**config.mk**
```make
export PLATFORM = sky130hd
export DESIGN_NAME = interboard_msg_arbiter
export DESIGN_NICKNAME = d
export VERILOG_FILES = /design/src/rtl/interboard_msg_arbiter.sv
export SDC_FILE = /design/constraint.sdc
export NUM_CORES = 1
export LEC_CHECK = 0
export CAP_MARGIN = 20
export CORE_MARGIN = 1.5
export CORE_UTILIZATION = 54
export CTS_BUF_LIST = sky130_fd_sc_hd__clkbuf_8
export DETAILED_ROUTE_END_ITERATION = 10
export GPL_TIMING_DRIVEN = 0
export HOLD_SLACK_MARGIN = 0.1
export PLACE_DENSITY_LB_ADDON = 0.1
export SLEW_MARGIN = 15
export SYNTH_ARGS = -nofsm -noshare
export SYNTH_HDL_FRONTEND = slang
export SYNTH_SLANG_ARGS = --single-unit
```
**constraint.sdc**
```tcl
create_clock -name clk -period 5.2 [get_ports clk]
set_input_delay 1.56 -clock clk [delete_from_list [all_inputs] [get_ports clk]]
set_output_delay 1.56 -clock clk [all_outputs]
set_load 0.01 [all_outputs]
```
**src/rtl/interboard_msg_arbiter.sv**
```systemverilog
// interboard_msg_arbiter: shares the interboard transmit channel between NUM_REQ
// game-control requesters, one pending message slot each, granted round-robin.
module interboard_msg_arbiter #(
  parameter int unsigned NUM_REQ       = 3,
  parameter int unsigned MSG_W         = 22,
  parameter int unsigned IDLE_MSG_TYPE = 15
) (
  input  logic                     clk,
  input  logic                     rst,
  input  logic                     interboard_rst,
  input  logic [NUM_REQ-1:0]       req_en,
  input  logic [NUM_REQ*MSG_W-1:0] req_msg,
  input  logic                     inter_ready,
  output logic [NUM_REQ-1:0]       req_ready,
  output logic [NUM_REQ-1:0]       req_done,
  output logic [NUM_REQ-1:0]       req_overflow,
  output logic                     ctrl_en,
  output logic                     ctrl_move_dir,
  output logic [4:0]               ctrl_block_x,
  output logic [2:0]               ctrl_block_y,
  output logic [3:0]               ctrl_msg_type,
  output logic [5:0]               ctrl_card,
  output logic [2:0]               ctrl_sel_len,
  output logic                     busy
);

  localparam int unsigned IDX_W = (NUM_REQ > 1) ? $clog2(NUM_REQ) : 1;

  typedef struct packed {
    logic       move_dir;
    logic [4:0] block_x;
    logic [2:0] block_y;
    logic [3:0] msg_type;
    logic [5:0] card;
    logic [2:0] sel_len;
  } msg_t;

  typedef enum logic [1:0] {
    S_IDLE,
    S_ISSUE,
    S_HOLD,
    S_WAIT_READY
  } state_t;

  localparam msg_t IDLE_MSG = '{
    move_dir: 1'b0,
    block_x:  5'd0,
    block_y:  3'd0,
    msg_type: 4'(IDLE_MSG_TYPE),
    card:     6'd0,
    sel_len:  3'd0
  };

  state_t             state;
  state_t             state_nxt;
  logic [NUM_REQ-1:0] slot_vld;
  msg_t               slot_msg [NUM_REQ];
  msg_t               out_msg;
  logic [IDX_W-1:0]   rr;
  logic [IDX_W-1:0]   cand_idx;
  logic               cand_vld;
  logic               grant;
  logic               finish;
  logic [NUM_REQ-1:0] grant_vec;
  logic [NUM_REQ-1:0] capture;
  logic [NUM_REQ-1:0] drop;

  // Requester index base+off, wrapped into 0..NUM_REQ-1 (off <= NUM_REQ).
  function automatic logic [IDX_W-1:0] wrap_idx(input logic [IDX_W-1:0] base,
                                                 input int unsigned      off);
    int unsigned sum;
    sum = 32'(base) + off;
    if (sum >= NUM_REQ) sum = sum - NUM_REQ;
    return IDX_W'(sum);
  endfunction

  // First full slot searching upward from rr+1.
  always_comb begin
    cand_vld = 1'b0;
    cand_idx = '0;
    for (int unsigned k = 1; k <= NUM_REQ; k++) begin
      if (!cand_vld && slot_vld[wrap_idx(rr, k)]) begin
        cand_vld = 1'b1;
        cand_idx = wrap_idx(rr, k);
      end
    end
  end

  always_comb begin
    state_nxt = state;
    grant     = 1'b0;
    finish    = 1'b0;
    case (state)
      S_IDLE: begin
        if (inter_ready && cand_vld) begin
          grant     = 1'b1;
          state_nxt = S_ISSUE;
        end
      end
      S_ISSUE: state_nxt = S_HOLD;
      // Transmitter needs a cycle to drop inter_ready after ctrl_en.
      S_HOLD: state_nxt = S_WAIT_READY;
      S_WAIT_READY: begin
        if (inter_ready) begin
          finish    = 1'b1;
          state_nxt = S_IDLE;
        end
      end
      default: state_nxt = S_IDLE;
    endcase
  end

  always_comb begin
    grant_vec = '0;
    if (grant) grant_vec[cand_idx] = 1'b1;
  end

  // A slot being granted this cycle can take a new message on the same edge.
  assign capture = req_en & (~slot_vld | grant_vec);
  assign drop    = req_en & slot_vld & ~grant_vec;

  // Completion pulse is suppressed when the in-flight message is abandoned by reset.
  always_comb begin
    req_done = '0;
    if (finish && !interboard_rst) req_done[rr] = 1'b1;
  end

  always_ff @(posedge clk or posedge rst) begin
    if (rst) begin
      state        <= S_IDLE;
      rr           <= IDX_W'(NUM_REQ - 1);
      slot_vld     <= '0;
      req_overflow <= '0;
      out_msg      <= IDLE_MSG;
      ctrl_en      <= 1'b0;
      busy         <= 1'b0;
    end else if (interboard_rst) begin
      state        <= S_IDLE;
      rr           <= IDX_W'(NUM_REQ - 1);
      slot_vld     <= '0;
      req_overflow <= '0;
      out_msg      <= IDLE_MSG;
      ctrl_en      <= 1'b0;
      busy         <= 1'b0;
    end else begin
      state        <= state_nxt;
      ctrl_en      <= (state_nxt == S_ISSUE);
      busy         <= (state_nxt != S_IDLE);
      slot_vld     <= (slot_vld & ~grant_vec) | capture;
      req_overflow <= req_overflow | drop;
      if (grant) begin
        rr      <= cand_idx;
        out_msg <= slot_msg[cand_idx];
      end else if (state_nxt == S_IDLE) begin
        out_msg <= IDLE_MSG;
      end
    end
  end

  // Slot payload storage; validity is tracked separately in slot_vld.
  always_ff @(posedge clk) begin
    for (int unsigned i = 0; i < NUM_REQ; i++) begin
      if (capture[i]) slot_msg[i] <= req_msg[i*MSG_W +: MSG_W];
    end
  end

  assign req_ready     = ~slot_vld;
  assign ctrl_move_dir = out_msg.move_dir;
  assign ctrl_block_x  = out_msg.block_x;
  assign ctrl_block_y  = out_msg.block_y;
  assign ctrl_msg_type = out_msg.msg_type;
  assign ctrl_card     = out_msg.card;
  assign ctrl_sel_len  = out_msg.sel_len;

endmodule

```
==> flow_metrics.tcl <==
set metrics [dict create \
    status "completed" \
    fin_skew_ns 0.0113 \
    yosysTopAreaCellShare_pct 49.7 \
    wire_per_inst_um 17.6 \
    diodes 0 \
    final_cell_mix "105 x clkdlybuf4s50_1, 66 x edfxtp_1, 29 x dfrtp_1" \
    clock_latency_ns 0.35 \
    clk_pin_slew_ns 0.09 \
    worstPathCellList "clkdlybuf4s50_1 > and3_1 > nor2b_1 > and2_1 > clkdlybuf4s50_1" \
    cts_buffers 9 \
    area_growth_pct 34.7 \
    synthTopCellsByArea "edfxtp_1 50%, dfrtp_1 18%, a22o_1 4.2%" \
    crit_type "primary input to primary output" \
    critPathCaptureType "primary output" \
    yosysWarnings 0 \
    synth-edff-count 66 \
    min_path_type "flip-flop to flip-flop" \
    tightest_slew_ns 1.12 \
    die-area_um2 7900 \
    dominantRegCellSynth "edfxtp_1" \
    postCtsSetupBuffers 0 \
    antenna_violating_nets_post_route 0 \
    initial_core_util_pct 55.2 \
    grt_max_degree 35 \
    postSynthCellCount 263 \
    start_kind "primary input" \
    worst_path_most_repeated_cell "clkdlybuf4s50_1" \
    grt_pass1_wl_um 13300 \
    cap_violations 0 \
    die_width_um 88.9 \
    min_period_over_period_pct 91.7 \
    setup_viol 0 \
    avgSynthCellArea_um2 15.2 \
    critPathBufInv 2 \
    coreArea_um2 7210 \
    fin_nets 459 \
    track_usage_pct 22.9 \
    p_leak_uw 0.00215 \
    cts-root-buf "clkbuf_8" \
    rows 31 \
    ir_worst_vdd_mv 0.247 \
    drc 0 \
    yosysUniqueCellTypes 43 \
    grt_pass1_vias 2668 \
    io_buffers 105 \
    routed_via_density 5.58 \
    cpPeakStageDelay_ns 0.56 \
    h-tree-depth 3 \
    ys_seq_area_share_pct 71.2 \
    layout_setup_ws_ns 0.430 \
    grt-ovfl-total 0 \
    cp.required_ns 3.64 \
    fin_crit_ns 4.77 \
    drt_iter0_drc 129 \
    arrival_ns 3.21 \
    holdBufCountCts 0 \
    ys_async_sr_fraction_pct 34.0 \
    dpl_worst_slack_ns 0.429 \
    clock-sinks 100 \
    antenna_found_initial 0 \
    cts_tree "built" \
    tns_ns 0 \
    wl_um 8550 \
    post_cts_resized 0 \
    slew_headroom_pct 25.5 \
    vias 2706 \
    synth_top_cell_by_area "edfxtp_1" \
    slowest_stage "clkdlybuf4s50_1" \
    firstDrtPassIters 4 \
    drive_gt1_share_pct 10.1 \
    path_delay_family "buffers and inverters" \
    hold_violations 0 \
    dp_cells 469 \
    synth.ff_latch_count 100 \
    clk_path_buf_depth 2 \
    slew_viol_final 0 \
    stdcell_count 485 \
    gp_congestion 0.877 \
    path_max_fanout 6 \
    rsz0062_at_grt "false" \
    synthesis.area_um2 3990 \
    clock.fmax_ghz 0.210 \
    synth.net_count 341 \
    mostFrequentLayoutCell "clkdlybuf4s50_1" \
    die_h_um 88.9 \
    io_pins 106 \
    detailed_place_hpwl_um 6040 \
    powerDensity_nw_per_um2 329 \
]
[path summary, 6_finish.rpt]
path	startpoint	end	cells after the start	slack [ns]
worst max-delay path	inter_ready	req_done[0]	5	0.43
worst min-delay path	slot_msg[1][15]	ctrl_block_y[2]	1	0.46
worst max register to register	rr[1]	slot_msg[1][15]	7	1.26
worst min register to register	slot_msg[1][15]	ctrl_block_y[2]	1	0.46
max in group asynchronous	rst	ctrl_en	2	3.08
min in group asynchronous	rst	ctrl_sel_len[1]	2	1.65
[layer usage]
layer / vias up / wire [µm] / track usage (%)
met1: 1341 / 3490 / 28.7
met5: - / 0 / 0
met2: 106 / 4540 / 41.0
li1: 1252 / - / -
met3: 7 / 444 / 4.62
met4: 0 / 78 / 6.11
[final cells by class]
type | count | area (µm²)
sequential | 100 | 2840
fill | 495 | 1850
timing repair buffer | 107 | 1080
multi-input combinational | 138 | 1010
clock buffer | 9 | 124
tap | 99 | 124
buffer | 12 | 92.6
clock inverter | 7 | 51.3
inverter | 13 | 48.8
[registers in the layout, indices dropped and copies added (netlist names)]
register       count
req_overflow       3
slot_msg          66
ctrl_en            1
ctrl_block_x       5
ctrl_move_dir      1
ctrl_card          6
state              2
ctrl_block_y       3
slot_vld           3
rr                 2
ctrl_sel_len       3
ctrl_msg_type      4
busy               1
[cells by family after synthesis]
kind of cell	count (synthesis)	share of synthesized area, %
fa+ha+maj	5	1.57
mux	3	0.848
buf+inv	25	3.55
simple gates	55	7.41
compound gates	75	15.4
flops	100	71.2
[power breakdown]
part           internal [µW]  switching (µW)  total (µW)
Clock                    178             265         442
Combinational            180             178         358
Sequential               935            31.2         967
[stage by stage]
step | instance area (µm²) | util [%] | hold slack [ns] | power [µW]
2_1_floorplan | 3990 | - | 0.435 | 1160
3_3_place_gp | 5160 | 71.5 | 0.437 | 1330
3_5_place_dp | 5190 | 72.0 | 0.450 | 1340
4_1_cts | 5370 | 74.4 | 0.467 | 1780
5_1_grt | 5370 | 74.4 | 0.483 | 1840
6_report | 5370 | 74.4 | 0.460 | 1770
[worst reg2reg max path, stage by stage, from the launching register on]
cell,delay (ns)
dfstp_2,0.54
inv_1,0.10
ha_1,0.39
mux2_2,0.37
a222oi_1,0.73
and2_1,0.35
o21a_1,0.20
o21a_1,0.88
[cell usage after synthesis, types with 2 or more instances]
library cell / n
buf_6: 4
a221o_1: 10
nor2_1: 12
a21o_1: 2
a211o_1: 8
dfstp_2: 5
a22o_1: 19
dfrtp_1: 29
nand4_1: 2
o21ai_0: 7
nand2b_1: 8
inv_1: 12
mux2_2: 3
nor2b_1: 2
o21a_1: 3
and2_1: 7
nand2_1: 9
a41oi_1: 5
buf_2: 2
a21oi_1: 8
ha_1: 5
clkbuf_1: 4
a211oi_1: 2
and3_1: 11
edfxtp_1: 66
Power figures use the tool's default switching activity.
